[src/rtl/led7_scan_mux_if.sv]
// rtl/led7_scan_mux_if.sv - application-side bundle for the led7 scan driver
// Purpose: groups the display data inputs, the load strobe and the led7 pin
//          outputs of led7_scan_mux into one interface.
// Signals:
//   digits_i   [4*NUM_DIGITS] hex nibble per digit, digit 0 rightmost
//   digit_en_i [NUM_DIGITS]   1 = digit shown
//   dp_i       [NUM_DIGITS]   1 = decimal point lit
//   blink_i    [NUM_DIGITS]   1 = digit blinks
//   load_i                    capture the four vectors above into the shadow set
//   frame_o                   one-cycle pulse when the digit 0 slot starts
//   led7_seg_o [8]            active-low segments, bit7=a .. bit1=g, bit0=dp
//   led7_an_o  [NUM_DIGITS]   active-low anodes, one-hot-low
// Modports: master = application side, slave = led7_scan_mux.
interface led7_scan_mux_if #(
  parameter int NUM_DIGITS = 8
);
  logic [4*NUM_DIGITS-1:0] digits_i;
  logic [NUM_DIGITS-1:0]   digit_en_i;
  logic [NUM_DIGITS-1:0]   dp_i;
  logic [NUM_DIGITS-1:0]   blink_i;
  logic                    load_i;
  logic                    frame_o;
  logic [7:0]              led7_seg_o;
  logic [NUM_DIGITS-1:0]   led7_an_o;

  modport master (
    output digits_i, digit_en_i, dp_i, blink_i, load_i,
    input  frame_o, led7_seg_o, led7_an_o
  );

  modport slave (
    input  digits_i, digit_en_i, dp_i, blink_i, load_i,
    output frame_o, led7_seg_o, led7_an_o
  );
endinterface

[src/rtl/led7_scan_mux.sv]
// rtl/led7_scan_mux.sv - multiplexed common-anode 7-segment scan driver
// Purpose: scans NUM_DIGITS digits one slot every PRESCALE clocks, decoding
//          hex nibbles with per-digit enable, decimal point and blink.
//          Inputs are double-buffered: load_i fills a shadow set, which is
//          committed to the active set only at a frame boundary, so a frame
//          never shows a mix of old and new data.
// Ports:
//   clk_i   system clock
//   rst_ni  asynchronous active-low reset
//   bus     led7_scan_mux_if.slave (data inputs, load strobe, led7 pins)
// Parameters: NUM_DIGITS (1..16), PRESCALE (>=1), BLINK_DIV (>=1)
// Optional: define LED7_LZ_BLANK_EN to blank leading zeros (digit 0 is never
//           blanked, decimal points stay honoured).
module led7_scan_mux #(
  parameter int NUM_DIGITS = 8,
  parameter int PRESCALE   = 100000,
  parameter int BLINK_DIV  = 64
) (
  input logic            clk_i,
  input logic            rst_ni,
  led7_scan_mux_if.slave bus
);

  localparam int DW = 4 * NUM_DIGITS;
  localparam int PW = (PRESCALE > 1)   ? $clog2(PRESCALE)   : 1;
  localparam int SW = (NUM_DIGITS > 1) ? $clog2(NUM_DIGITS) : 1;
  localparam int BW = (BLINK_DIV > 1)  ? $clog2(BLINK_DIV)  : 1;

  localparam logic [PW-1:0]         PRESC_LAST = PW'(PRESCALE - 1);
  localparam logic [SW-1:0]         SCAN_LAST  = SW'(NUM_DIGITS - 1);
  localparam logic [BW-1:0]         BLINK_LAST = BW'(BLINK_DIV - 1);
  localparam logic [NUM_DIGITS-1:0] AN_ONE     = NUM_DIGITS'(1);

  // Active-low segment patterns {a,b,c,d,e,f,g,dp}; dp is patched in later.
  function automatic logic [7:0] hex_seg(input logic [3:0] nib);
    logic [7:0] s;
    case (nib)
      4'h0: s = 8'h03;
      4'h1: s = 8'h9F;
      4'h2: s = 8'h25;
      4'h3: s = 8'h0D;
      4'h4: s = 8'h99;
      4'h5: s = 8'h49;
      4'h6: s = 8'h41;
      4'h7: s = 8'h1F;
      4'h8: s = 8'h01;
      4'h9: s = 8'h09;
      4'hA: s = 8'h11;
      4'hB: s = 8'hC1;
      4'hC: s = 8'h63;
      4'hD: s = 8'h85;
      4'hE: s = 8'h61;
      default: s = 8'h71;
    endcase
    return s;
  endfunction

  // State
  logic [PW-1:0]         presc_q, presc_d;
  logic [SW-1:0]         scan_q, scan_d;
  logic [BW-1:0]         blink_cnt_q, blink_cnt_d;
  logic                  blink_ph_q, blink_ph_d;
  logic [DW-1:0]         sh_dig_q, sh_dig_d;
  logic [NUM_DIGITS-1:0] sh_en_q, sh_en_d;
  logic [NUM_DIGITS-1:0] sh_dp_q, sh_dp_d;
  logic [NUM_DIGITS-1:0] sh_bl_q, sh_bl_d;
  logic [DW-1:0]         act_dig_q, act_dig_d;
  logic [NUM_DIGITS-1:0] act_en_q, act_en_d;
  logic [NUM_DIGITS-1:0] act_dp_q, act_dp_d;
  logic [NUM_DIGITS-1:0] act_bl_q, act_bl_d;
  logic                  pending_q, pending_d;
  logic [7:0]            seg_q, seg_d;
  logic [NUM_DIGITS-1:0] an_q, an_d;
  logic                  frame_q, frame_d;

  // Strobes
  logic tick;
  logic boundary;
  logic commit;

  // Data the current slot is decoded from: on a committing boundary the
  // shadow set is used directly so slot 0 already shows the new frame.
  logic [DW-1:0]         src_dig;
  logic [NUM_DIGITS-1:0] src_en;
  logic [NUM_DIGITS-1:0] src_dp;
  logic [NUM_DIGITS-1:0] src_bl;

  logic [NUM_DIGITS-1:0] supp;

  logic [3:0] sel_nib;
  logic       sel_en;
  logic       sel_dp;
  logic       sel_bl;
  logic       sel_supp;
  logic [7:0] sel_hex;
  logic [7:0] slot_seg;

  always_comb begin
    tick     = (presc_q == PRESC_LAST);
    boundary = tick && (scan_q == '0);
    commit   = boundary && pending_q;
    src_dig  = commit ? sh_dig_q : act_dig_q;
    src_en   = commit ? sh_en_q  : act_en_q;
    src_dp   = commit ? sh_dp_q  : act_dp_q;
    src_bl   = commit ? sh_bl_q  : act_bl_q;
  end

`ifdef LED7_LZ_BLANK_EN
  // Walk from the most significant digit down; a digit stays suppressed while
  // every digit at or above it is disabled or zero.
  always_comb begin
    logic run;
    run  = 1'b1;
    supp = '0;
    for (int k = NUM_DIGITS - 1; k >= 1; k--) begin
      run     = run & (~src_en[k] | (src_dig[4*k +: 4] == 4'h0));
      supp[k] = run;
    end
  end
`else
  assign supp = '0;
`endif

  // Slot decode
  always_comb begin
    sel_nib  = '0;
    sel_en   = 1'b0;
    sel_dp   = 1'b0;
    sel_bl   = 1'b0;
    sel_supp = 1'b0;
    for (int k = 0; k < NUM_DIGITS; k++) begin
      if (scan_q == SW'(k)) begin
        sel_nib  = src_dig[4*k +: 4];
        sel_en   = src_en[k];
        sel_dp   = src_dp[k];
        sel_bl   = src_bl[k];
        sel_supp = supp[k];
      end
    end
    sel_hex  = hex_seg(sel_nib);
    slot_seg = 8'hFF;
    if (sel_en && !(blink_ph_q && sel_bl)) begin
      slot_seg = {(sel_supp ? 7'h7F : sel_hex[7:1]), ~sel_dp};
    end
  end

  // Next state
  always_comb begin
    presc_d     = tick ? '0 : presc_q + 1'b1;
    scan_d      = scan_q;
    blink_cnt_d = blink_cnt_q;
    blink_ph_d  = blink_ph_q;
    sh_dig_d    = sh_dig_q;
    sh_en_d     = sh_en_q;
    sh_dp_d     = sh_dp_q;
    sh_bl_d     = sh_bl_q;
    act_dig_d   = act_dig_q;
    act_en_d    = act_en_q;
    act_dp_d    = act_dp_q;
    act_bl_d    = act_bl_q;
    pending_d   = pending_q;
    seg_d       = seg_q;
    an_d        = an_q;
    frame_d     = boundary;

    if (tick) begin
      scan_d = (scan_q == SCAN_LAST) ? '0 : scan_q + 1'b1;
      seg_d  = slot_seg;
      an_d   = ~(AN_ONE << scan_q);
    end

    if (boundary) begin
      if (blink_cnt_q == BLINK_LAST) begin
        blink_cnt_d = '0;
        blink_ph_d  = ~blink_ph_q;
      end else begin
        blink_cnt_d = blink_cnt_q + 1'b1;
      end
    end

    if (commit) begin
      act_dig_d = sh_dig_q;
      act_en_d  = sh_en_q;
      act_dp_d  = sh_dp_q;
      act_bl_d  = sh_bl_q;
      pending_d = 1'b0;
    end

    // A load on the committing edge overrides the pending clear: the data
    // captured now waits for the next frame.
    if (bus.load_i) begin
      sh_dig_d  = bus.digits_i;
      sh_en_d   = bus.digit_en_i;
      sh_dp_d   = bus.dp_i;
      sh_bl_d   = bus.blink_i;
      pending_d = 1'b1;
    end
  end

  always_ff @(posedge clk_i or negedge rst_ni) begin
    if (!rst_ni) begin
      presc_q     <= '0;
      scan_q      <= '0;
      blink_cnt_q <= '0;
      blink_ph_q  <= 1'b0;
      sh_dig_q    <= '0;
      sh_en_q     <= '0;
      sh_dp_q     <= '0;
      sh_bl_q     <= '0;
      act_dig_q   <= '0;
      act_en_q    <= '0;
      act_dp_q    <= '0;
      act_bl_q    <= '0;
      pending_q   <= 1'b0;
      seg_q       <= 8'hFF;
      an_q        <= '1;
      frame_q     <= 1'b0;
    end else begin
      presc_q     <= presc_d;
      scan_q      <= scan_d;
      blink_cnt_q <= blink_cnt_d;
      blink_ph_q  <= blink_ph_d;
      sh_dig_q    <= sh_dig_d;
      sh_en_q     <= sh_en_d;
      sh_dp_q     <= sh_dp_d;
      sh_bl_q     <= sh_bl_d;
      act_dig_q   <= act_dig_d;
      act_en_q    <= act_en_d;
      act_dp_q    <= act_dp_d;
      act_bl_q    <= act_bl_d;
      pending_q   <= pending_d;
      seg_q       <= seg_d;
      an_q        <= an_d;
      frame_q     <= frame_d;
    end
  end

  assign bus.led7_seg_o = seg_q;
  assign bus.led7_an_o  = an_q;
  assign bus.frame_o    = frame_q;

endmodule

[src/flat_wrapper.sv]
// flat-port wrapper written by rule: the top's interface ports become plain ports
module led7_scan_mux_flat 
#(
  parameter int NUM_DIGITS = 8,
  parameter int PRESCALE   = 100000,
  parameter int BLINK_DIV  = 64
)
  (clk_i, rst_ni, bus_digits_i, bus_digit_en_i, bus_dp_i, bus_blink_i, bus_load_i, bus_frame_o, bus_led7_seg_o, bus_led7_an_o);
  led7_scan_mux_if #(.NUM_DIGITS(NUM_DIGITS)) bus_i ();
  input logic clk_i;
  input logic rst_ni;
  input wire logic [$bits(bus_i.digits_i)-1:0] bus_digits_i;
  input wire logic [$bits(bus_i.digit_en_i)-1:0] bus_digit_en_i;
  input wire logic [$bits(bus_i.dp_i)-1:0] bus_dp_i;
  input wire logic [$bits(bus_i.blink_i)-1:0] bus_blink_i;
  input wire logic [$bits(bus_i.load_i)-1:0] bus_load_i;
  output wire logic [$bits(bus_i.frame_o)-1:0] bus_frame_o;
  output wire logic [$bits(bus_i.led7_seg_o)-1:0] bus_led7_seg_o;
  output wire logic [$bits(bus_i.led7_an_o)-1:0] bus_led7_an_o;
  assign bus_i.digits_i = bus_digits_i;
  assign bus_i.digit_en_i = bus_digit_en_i;
  assign bus_i.dp_i = bus_dp_i;
  assign bus_i.blink_i = bus_blink_i;
  assign bus_i.load_i = bus_load_i;
  assign bus_frame_o = bus_i.frame_o;
  assign bus_led7_seg_o = bus_i.led7_seg_o;
  assign bus_led7_an_o = bus_i.led7_an_o;
  led7_scan_mux #(.NUM_DIGITS(NUM_DIGITS), .PRESCALE(PRESCALE), .BLINK_DIV(BLINK_DIV)) u_core (.clk_i(clk_i), .rst_ni(rst_ni), .bus(bus_i));
endmodule
[config.mk]
export PLATFORM = sky130hd
export DESIGN_NAME = led7_scan_mux_flat
export DESIGN_NICKNAME = d
export VERILOG_FILES = /design/src/rtl/led7_scan_mux_if.sv /design/src/rtl/led7_scan_mux.sv /design/src/flat_wrapper.sv
export SDC_FILE = /design/constraint.sdc
export NUM_CORES = 1
export LEC_CHECK = 0
export CAP_MARGIN = 20
export CELL_PAD_IN_SITES_DETAIL_PLACEMENT = 0
export CELL_PAD_IN_SITES_GLOBAL_PLACEMENT = 1
export CORE_MARGIN = 1
export CORE_UTILIZATION = 40
export DETAILED_ROUTE_END_ITERATION = 16
export GPL_TIMING_DRIVEN = 0
export HOLD_SLACK_MARGIN = 0.15
export PLACE_DENSITY = 0.77
export SLEW_MARGIN = 20
export SYNTH_ARGS = -nofsm -noshare
export SYNTH_HDL_FRONTEND = slang
export SYNTH_SLANG_ARGS = --single-unit
export TNS_END_PERCENT = 50
[constraint.sdc]
create_clock -name clk_i -period 3.19 [get_ports clk_i]
set_clock_uncertainty 0.1 [all_clocks]
set_input_delay 0.638 -clock clk_i [delete_from_list [all_inputs] [get_ports clk_i]]
set_output_delay 0.638 -clock clk_i [all_outputs]
set_load 0.01 [all_outputs]
==> results.py, run 1 <==
metrics = {
    "cts": {
        "htreeDepth": 4,
        "clock_latency_ns": 0.43,
        "numCtsBuffers": 17,
        "clock_sinks": 157,
        "cts_tree": "yes",
        "clk_pin_slew_ns": 0.06,
        "ctsLongestPathBuffers": 2,
        "cts-root-buf": "clkbuf_16",
    },
    "global_routing": {
        "grt_pass1_wl_um": 29600,
        "antenna_found_initial": 0,
        "grt_usage_pct": 20.9,
        "grt-ovfl-total": 0,
        "grt_max_degree": 81,
        "grt_pass1_vias": 5690,
    },
    "power_and_ir_drop": {
        "ir_drop_mv": 0.362,
        "netSwitchingFraction_pct": 20.5,
        "leakage_nw": 4.29,
        "clkPwrFrac_pct": 48.6,
        "power.switching_uw": 929,
        "combPwrFrac_pct": 4.7,
        "intPower_mw": 3.60,
        "pwr_density_cell_nw_per_um2": 476,
        "seq_power_share_pct": 46.7,
    },
    "min_path": {
        "hold_class": "flip-flop to flip-flop",
    },
    "critical_path": {
        "r2r_end": "u_core.bus.led7_seg_o[4]",
        "worst_ep_required_time_ns": 3.45,
        "crit_start": "u_core.presc_q[0]",
        "rrSetupSlack_ns": -0.02,
        "crit_fanout": 5,
        "crit_arrival_ns": 3.47,
        "reg2reg_depth": 14,
        "r2r-start": "u_core.presc_q[0]",
        "critPathCaptureType": "flip-flop",
        "critPathLaunchType": "flip-flop",
        "cp-endpoint": "u_core.bus.led7_seg_o[4]",
        "path_class": "flip-flop to flip-flop",
    },
    "die": {
        "coreArea_um2": 17500,
        "pin_count": 76,
        "die_w_um": 137,
        "die_h_um": 137,
        "start_util_pct": 41.5,
        "rows": 48,
        "design.die.area_um2": 18800,
    },
    "outcome": {
        "violations": "setup timing",
        "status": "finished with violations",
    },
    "synthesis": {
        "synth_compound_area_share_pct": 8.71,
        "yosys.area.top_type_share_pct": 48.4,
        "ys_seq_area_share_pct": 54.2,
        "synth_enable_flop_cells": 0,
        "synthSimpleGateAreaFrac_pct": 18.0,
        "synth-main-ff-cell": "dfrtp_1",
        "ys_top_cells_by_area": "dfrtp_1, mux2_2, nand2_1",
        "synth_top_family_by_area": "simple AND/OR/NAND/NOR gates",
        "synthMuxAreaShare_pct": 11.2,
        "synth_cells": 688,
        "syn_area_um2": 7280,
        "synth.distinct_cells": 65,
        "synth_xor_area_share_pct": 2.16,
        "async_reset_ff_share_pct": 100,
        "synth-seq-cells": 157,
        "synthAdderAreaFrac_pct": 2.41,
        "synth.avg_cell_area_um2": 10.6,
        "yosysTopAreaCell": "dfrtp_1",
        "synth_warnings": 0,
        "synth_fp_nets": 761,
    },
    "timing": {
        "hold_ws_ns": 0.361,
        "fmax_mhz": 311,
        "slew_headroom_pct": 38.6,
        "setup_viol": 1,
        "hold_viol_final": 0,
        "final.period_utilization_pct": 101,
        "rsz0062_at_grt": "true",
        "min_period_ns": 3.21,
        "fin_ws_ns": -0.0218,
        "slew_viol_final": 0,
        "tightest_slew_ns": 0.921,
    },
    "run": {
        "drv_cap": 0,
    },
    "route": {
        "drc": 0,
        "dr.pass1.iters": 5,
        "drtIter0Drc": 369,
        "via_count": 5590,
        "viasPerCell": 5.32,
        "antenna_left": 0,
        "finalWirelength_um": 18400,
        "routedWlPerCell_um": 17.5,
    },
    "layout": {
        "nFillCells": 1495,
        "drive_gt1_share_pct": 26.3,
        "postLayoutCoreUtil_pct": 54.2,
        "syn_to_final_growth_pct": 30.6,
        "antenna_cells": 0,
        "final_nets": 886,
    },
    "placement": {
        "post-dp-hpwl_um": 12600,
        "gp_congestion": 0.861,
        "portBuffers": 74,
    },
}
[metal layers]
metal / share of wire [%] / track usage, %
met5: 0 / 0
met4: 2.0 / 7.33
met3: 3.9 / 4.22
met2: 48 / 34.0
met1: 46 / 27.7
[synth_stat cells, drive strengths merged (5+ instances only)]
library cell,count
a21oi,22
nor2,41
o21ai,27
a31oi,12
mux2i,7
buf,16
dfrtp,141
inv,14
xor2,7
nand2,156
and3,10
ha,14
dfstp,16
nand4,8
a211oi,5
or3,5
nand3,28
nor3,6
mux2,66
clkbuf,21
xnor2,11
[cells by family after synthesis]
family / count (synthesis)
simple gates: 279
flops: 157
compound gates: 96
mux: 73
buf+inv: 51
xor+xnor: 18
fa+ha+maj: 14
[timing repair]
action	in CTS	in global routing
endpoints found under the setup margin	8	18
hold buffers	1	0
gates resized for setup	48	26
setup buffers	16	17
pin swaps	12	13
hold endpoints to repair	75	0
[placed cells by master (no fill, tap or decap), types with 6 or more instances in the layout]
cell / instances
clkdlybuf4s50_1: 73
a31oi_1: 11
clkbuf_16: 17
nand3_1: 25
and3_1: 10
nand4_1: 7
xor2_1: 7
mux2i_1: 7
mux2_2: 60
o21ai_0: 18
xnor2_1: 11
buf_4: 32
nor3_1: 6
nand2_1: 155
o21ai_1: 6
inv_1: 9
clkbuf_1: 15
nor2_1: 38
dfrtp_1: 136
a21oi_1: 19
ha_4: 6
clkbuf_2: 6
dfstp_2: 16
[power groups by stage]
| stage | combinational, mW | sequential, mW | clock [mW] |
|---|---|---|---|
| after floorplan | 0.0892 | 2.13 | 0 |
| after global placement | 0.204 | 2.15 | 0 |
| after detailed placement | 0.218 | 2.15 | 0 |
| after CTS | 0.220 | 2.11 | 2.24 |
| after global routing | 0.236 | 2.12 | 2.33 |
| final | 0.214 | 2.11 | 2.20 |
[registers in the layout (all words and copies together) (netlist names)]
signal,flops
u_core.act_bl_q,8
u_core.act_dig_q,32
u_core.act_dp_q,8
u_core.act_en_q,8
u_core.blink_cnt_q,6
u_core.blink_ph_q,1
u_core.bus.frame_o,1
u_core.bus.led7_an_o,8
u_core.bus.led7_seg_o,8
u_core.pending_q,1
u_core.presc_q,17
u_core.scan_q,3
u_core.sh_bl_q,8
u_core.sh_dig_q,32
u_core.sh_dp_q,8
u_core.sh_en_q,8
[through the flow]
stage	cell area, um^2	std cells	total power, mW	setup TNS (ns)	worst slack [ns]
6_report	9510	1051	4.53	-0.0218	-0.0218
5_1_grt	9510	1051	4.69	-0.453	-0.124
4_1_cts	9310	1036	4.58	-0.0140	-0.0127
3_5_place_dp	8340	988	2.37	-2.54	-0.572
3_3_place_gp	8310	987	2.35	-708.45	-4.70
2_1_floorplan	7290	688	2.21	0	0.00795
[worst min path at each step]
stage                    startpoint                    to  slack, ns  cells after the start
2_1_floorplan                rst_ni    u_core.act_bl_q[0]       0.24                      0
3_3_place_gp   u_core.act_dig_q[29]  u_core.act_dig_q[29]       0.34                      2
3_5_place_dp   u_core.act_dig_q[28]  u_core.act_dig_q[28]       0.35                      2
4_1_cts        u_core.act_dig_q[28]  u_core.act_dig_q[28]       0.36                      2
5_1_grt          u_core.act_en_q[5]    u_core.act_en_q[5]       0.38                      2
6_report       u_core.act_dig_q[28]  u_core.act_dig_q[28]       0.36                      2
[area by class of cell]
| cell class | instances | area, um^2 | area share, % |
|---|---|---|---|
| Sequential cell | 157 | 3960 | 41.6 |
| Multi-Input combinational cell | 480 | 3310 | 34.8 |
| Timing Repair Buffer | 109 | 1060 | 11.2 |
| Clock buffer | 20 | 447 | 4.70 |
| Tap cell | 225 | 282 | 2.96 |
| Buffer | 34 | 206 | 2.17 |
| Clock inverter | 12 | 193 | 2.03 |
| Inverter | 14 | 57.6 | 0.605 |
[worst max-delay path, cell delays in order (launching register included)]
cell and delay [ns]:
dfrtp_1 0.41, ha_4 0.17, and4_4 0.21, and4_1 0.22, buf_6 0.14, nand2_4 0.06
buf_12 0.13, mux2_4 0.20, o22ai_2 0.09, or4_4 0.62, buf_6 0.16, ha_4 0.21
mux2i_1 0.17, mux2i_1 0.11, a21oi_1 0.15
(Power assumes the default switching activity.)
==> run 2, diff against run 1 <==
- PLACE_DENSITY: 0.77 -> 0.74
- SLEW_MARGIN: 20 -> 10
- TNS_END_PERCENT: 50 -> 10
- clock period: 3.19 -> 3.2 ns (I/O delays scaled with it)
==> run 2 against run 1 <==
  * The flow still finishes with violations (setup timing)
  * Combinational power hardly changed
  * Setup slack lost 0.0076 ns
  * Register-to-register slack hardly changed
  * Wire length down 2.2%
  * Largest cell class unchanged
  * Largest power group unchanged
  * Highest routed layer unchanged
==> results.py, run 2 (synthesis results as in run 1) <==
metrics = {
    "outcome": {
        "status": "finished with violations",
        "violations": "setup timing",
    },
    "cts": {
        "cts_tree": "yes",
        "numCtsBuffers": 17,
        "cts-root-buf": "clkbuf_16",
        "clk_pin_slew_ns": 0.07,
        "htreeDepth": 4,
        "clock_sinks": 157,
        "ctsLongestPathBuffers": 2,
        "clock_latency_ns": 0.43,
    },
    "critical_path": {
        "crit_fanout": 6,
        "path_class": "flip-flop to flip-flop",
        "worst_ep_required_time_ns": 3.46,
        "critPathLaunchType": "flip-flop",
        "crit_arrival_ns": 3.48,
        "critPathCaptureType": "flip-flop",
    },
    "run": {
        "drv_cap": 0,
    },
    "power_and_ir_drop": {
        "ir_drop_mv": 0.373,
        "leakage_nw": 4.23,
        "pwr_density_cell_nw_per_um2": 487,
    },
    "die": {
        "pin_count": 76,
        "die_h_um": 137,
        "die_w_um": 137,
        "coreArea_um2": 17500,
        "design.die.area_um2": 18800,
        "start_util_pct": 41.5,
        "rows": 48,
    },
    "global_routing": {
        "grt_pass1_wl_um": 29300,
        "grt_usage_pct": 20.8,
        "antenna_found_initial": 0,
        "grt_max_degree": 87,
        "grt-ovfl-total": 0,
        "grt_pass1_vias": 5545,
    },
    "route": {
        "via_count": 5470,
        "drtIter0Drc": 395,
        "viasPerCell": 5.27,
        "routedWlPerCell_um": 17.3,
        "antenna_left": 0,
        "dr.pass1.iters": 5,
        "finalWirelength_um": 18000,
        "drc": 0,
    },
    "timing": {
        "slew_headroom_pct": 39.3,
        "fmax_mhz": 310,
        "slew_viol_final": 0,
        "fin_ws_ns": -0.0295,
        "hold_viol_final": 0,
        "tightest_slew_ns": 0.910,
        "setup_viol": 4,
        "min_period_ns": 3.23,
        "rsz0062_at_grt": "true",
        "final.period_utilization_pct": 101,
    },
    "placement": {
        "post-dp-hpwl_um": 12800,
        "portBuffers": 74,
        "gp_congestion": 0.852,
        "dpl_cell_area_um2": 8340,
        "dp.cells": 988,
    },
    "layout": {
        "antenna_cells": 0,
        "final_cell_count_no_fill": 1037,
        "layout.cells.most_common_list": "nand2_1, dfrtp_1, clkdlybuf4s50_1, mux2_2, nor2_1",
        "fin_area_um2": 9380,
        "final_nets": 872,
        "nFillCells": 1551,
        "syn_to_final_growth_pct": 28.7,
        "layout_commonest_cell": "nand2_1",
        "drive_gt1_share_pct": 24.4,
        "reg.largest.list": "u_core.act_dig_q (32), u_core.sh_dig_q (32), u_core.presc_q (17)",
    },
    "min_path": {
        "hold_class": "flip-flop to flip-flop",
    },
}
## run 2: changes by cell type in the layout (fill, tap and decap cells not counted), moves of 2 or more
cell,previous run,this run
clkinv_4,0,3
ha_2,3,5
ha_4,6,2
mux2_4,5,2
ha_1,5,7
clkbuf_8,1,3
o21ai_1,6,8
clkinv_2,4,0
mux2_2,60,62
clkinvlp_4,3,6
o21ai_2,3,0
buf_4,32,18
## run 2: routing by layer
metal  up-vias  share of wire (%)  global-route usage, %  wire (um)
met5         -                  0                      0          0
met1      2701                 45                   27.8       8050
met2       137                 49                   33.6       8790
met4         0                1.4                   6.59        245
li1       2613                  -                      -          -
met3        19                4.9                   4.52        887
## run 2: worst max-delay path, stage by stage, from the launching register on
cell,delay (ns)
dfrtp_1,0.38
ha_2,0.22
and4_4,0.21
and4_1,0.22
buf_6,0.14
nand2_4,0.06
buf_12,0.13
mux2_4,0.21
o22ai_2,0.06
or4_4,0.59
buf_6,0.15
ha_2,0.18
mux2_1,0.28
mux2i_1,0.15
a21oi_1,0.08
## run 2: area by class of cell
cell class | instances | area (um^2) | area share (%)
clock buffers | 19 | 453 | 4.83
plain buffers | 36 | 220 | 2.35
flip-flops and latches | 157 | 3960 | 42.2
inverters | 14 | 61.3 | 0.654
clock inverters | 13 | 214 | 2.28
repair buffers | 93 | 940 | 10.0
multi-input cells | 480 | 3250 | 34.7
well taps | 225 | 282 | 3.00
## run 2: final timing paths
check	startpoint	to	slack, ns	cells after the start
setup / recovery	u_core.presc_q[1]	u_core.bus.led7_seg_o[4]	-0.03	14
hold / removal	u_core.act_en_q[7]	u_core.act_en_q[7]	0.36	2
setup reg to reg	u_core.presc_q[1]	u_core.bus.led7_seg_o[4]	-0.03	14
hold reg to reg	u_core.act_en_q[7]	u_core.act_en_q[7]	0.36	2
max in group asynchronous	rst_ni	u_core.bus.led7_an_o[1]	1.51	3
min in group asynchronous	rst_ni	u_core.sh_dig_q[9]	0.65	2
## run 2: what timing repair did
action | 4_1_cts | 5_1_grt
pin swaps | 12 | 5
buffers inserted | 17 | 0
cloned | 0 | 0
hold buffers | 1 | 0
endpoints found under the setup margin | 8 | 18
hold endpoints to repair | 58 | 0
resized for setup | 46 | 19
## run 2: stage by stage
stage	power [mW]	TNS [ns]	utilization, %	hold slack, ns	worst slack (ns)
after floorplan	2.21	0	-	0.244	0.0179
after global placement	2.34	-713.87	47.4	0.340	-4.74
after detailed placement	2.36	-2.34	47.6	0.350	-0.545
after CTS	4.62	0	53.1	0.363	0.000921
after global routing	4.73	-0.954	53.5	0.377	-0.179
final	4.57	-0.0978	53.5	0.359	-0.0295
## run 2: power breakdown
part,switching [mW],internal [mW],total (mW)
Combinational,0.0816,0.132,0.214
Sequential,0.0477,2.06,2.11
Clock,0.818,1.43,2.25
Total,0.948,3.62,4.57
==> run 3, diff against run 2 <==
- PLACE_DENSITY: 0.74 -> 0.75
==> run 3 against run 2 <==
  * The flow still finishes with violations (setup timing)
  * Via count is 1.2% higher
  * Worst hold slack better by 0.0033 ns
  * Utilization is 0.12 points higher
  * Non-clock buffer count stayed put
  * Global-route usage is 0.34 points lower
  * Clock power hardly changed
  * Setup slack worse by 0.033 ns
  * First-iteration DRC count is 21% higher
  * Critical path type unchanged
  * Largest cell class unchanged
==> results.py, run 3 (synthesis results as in run 1) <==
metrics = {
    "layout": {
        "syn_to_final_growth_pct": 29.0,
        "layout.cells.most_common_list": "nand2_1, dfrtp_1, clkdlybuf4s50_1, mux2_2, nor2_1",
        "drive_gt1_share_pct": 24.1,
        "layout_commonest_cell": "nand2_1",
        "antenna_cells": 0,
        "final_nets": 872,
        "reg.largest.list": "u_core.act_dig_q (32), u_core.sh_dig_q (32), u_core.presc_q (17)",
    },
    "global_routing": {
        "grt_pass1_vias": 5542,
        "grt_max_degree": 90,
        "grt_pass1_wl_um": 28900,
        "antenna_found_initial": 0,
        "grt_usage_pct": 20.5,
        "grt-ovfl-total": 0,
    },
    "die": {
        "die_w_um": 137,
        "pin_count": 76,
        "design.die.area_um2": 18800,
        "rows": 48,
        "die_h_um": 137,
        "start_util_pct": 41.5,
        "coreArea_um2": 17500,
    },
    "timing": {
        "slew_viol_final": 0,
        "min_period_ns": 3.26,
        "fin_ws_ns": -0.0629,
        "rsz0062_at_grt": "true",
        "slew_headroom_pct": 37.6,
        "setup_viol": 4,
        "hold_viol_final": 0,
        "hold_ws_ns": 0.362,
        "fmax_mhz": 306,
        "finalSetupTns_ns": -0.147,
        "tightest_slew_ns": 0.935,
        "final.period_utilization_pct": 102,
    },
    "run": {
        "drv_cap": 0,
    },
    "cts": {
        "clk_pin_slew_ns": 0.06,
        "ctsLongestPathBuffers": 2,
        "cts_tree": "yes",
        "clock_latency_ns": 0.42,
        "clock_sinks": 157,
        "htreeDepth": 4,
        "numCtsBuffers": 17,
        "cts-root-buf": "clkbuf_16",
    },
    "min_path": {
        "min_from": "u_core.act_en_q[2]",
        "hold_class": "flip-flop to flip-flop",
    },
    "power_and_ir_drop": {
        "pwr_density_cell_nw_per_um2": 489,
        "leakage_nw": 4.26,
        "ir_drop_mv": 0.367,
    },
    "route": {
        "antenna_left": 0,
        "drtIter0Drc": 477,
        "via_count": 5537,
        "dr.pass1.iters": 5,
        "drc": 0,
        "routedWlPerCell_um": 17.4,
        "finalWirelength_um": 18000,
        "viasPerCell": 5.34,
    },
    "critical_path": {
        "critical_path.cell_chain": "buf_6, nor4b_4, and4_4, nand2_4, buf_12, mux2_4, o22ai_2, or4_4, buf_6, ha_4, mux2_4, mux2i_1, a21oi_1",
        "critPathMaxStageDelay_ns": 0.60,
        "cp_slowest_cell": "or4_4",
        "crit_start": "u_core.presc_q[11]",
        "crit_arrival_ns": 3.51,
        "r2r-start": "u_core.presc_q[11]",
        "path_class": "flip-flop to flip-flop",
        "critPathLaunchType": "flip-flop",
        "crit_fanout": 6,
        "worst_ep_required_time_ns": 3.45,
        "critPathCaptureType": "flip-flop",
    },
    "outcome": {
        "status": "finished with violations",
        "violations": "setup timing",
    },
    "placement": {
        "post-dp-hpwl_um": 12700,
        "gp_congestion": 0.852,
        "portBuffers": 74,
    },
}
-- run 3: worst max-delay path, delay by kind of cell, from the launching register on --
kind | cells | cell delay, ns
and+or+nand+nor | 4 | 1.37
adders and majority gates | 1 | 0.16
buffers and inverters | 3 | 0.43
muxes | 3 | 0.61
DFF | 1 | 0.37
AOI/OAI and AO/OA | 2 | 0.15
-- run 3: where the power goes --
group,internal (mW),switching (mW),total [mW]
Clock,1.48,0.795,2.27
Sequential,2.06,0.0480,2.11
Combinational,0.132,0.0810,0.213
Total,3.67,0.924,4.59
-- run 3: what timing repair did --
item | CTS | global route
setup endpoints to repair | 8 | 18
hold buffers | 1 | 0
gates resized for setup | 40 | 30
hold endpoints to repair | 55 | 0
setup buffers | 12 | 5
pin swaps | 10 | 12
-- run 3: worst paths after layout --
| check | endpoint | slack [ns] | cells after the start |
|---|---|---|---|
| setup reg to reg | u_core.bus.led7_seg_o[4] | -0.06 | 13 |
| setup / recovery | u_core.bus.led7_seg_o[4] | -0.06 | 13 |
| hold / removal | u_core.act_en_q[2] | 0.36 | 2 |
| hold reg to reg | u_core.act_en_q[2] | 0.36 | 2 |
| min in group asynchronous | u_core.sh_dig_q[9] | 0.66 | 2 |
| max in group asynchronous | u_core.bus.led7_an_o[5] | 1.50 | 3 |
-- run 3: metrics by stage --
step           total power, mW  cell area (um^2)  std cells  utilization, %  setup slack [ns]
6_report                  4.59              9400       1037            53.6           -0.0629
5_1_grt                   4.75              9400       1037            53.6            -0.164
4_1_cts                   4.63              9260       1033            52.8           -0.0615
3_5_place_dp              2.36              8340        988            47.6            -0.480
3_3_place_gp              2.34              8310        987            47.4             -4.69
2_1_floorplan             2.21              7290        688               -            0.0179
-- run 3: final cells by class --
class	instances	area, um^2
tap	225	282
buffer	36	213
clock inverter	12	216
multi-input combinational	480	3290
clock buffer	20	447
inverter	14	61.3
timing repair buffer	93	931
sequential	157	3950
fill	1493	8140
-- run 3: metal layers --
layer	up-vias	track usage (%)	part of all wire [%]
li1	2605	-	-
met1	2767	27.2	46
met2	142	33.2	48
met3	23	4.04	4.2
met4	0	7.26	1.7
met5	-	0	0
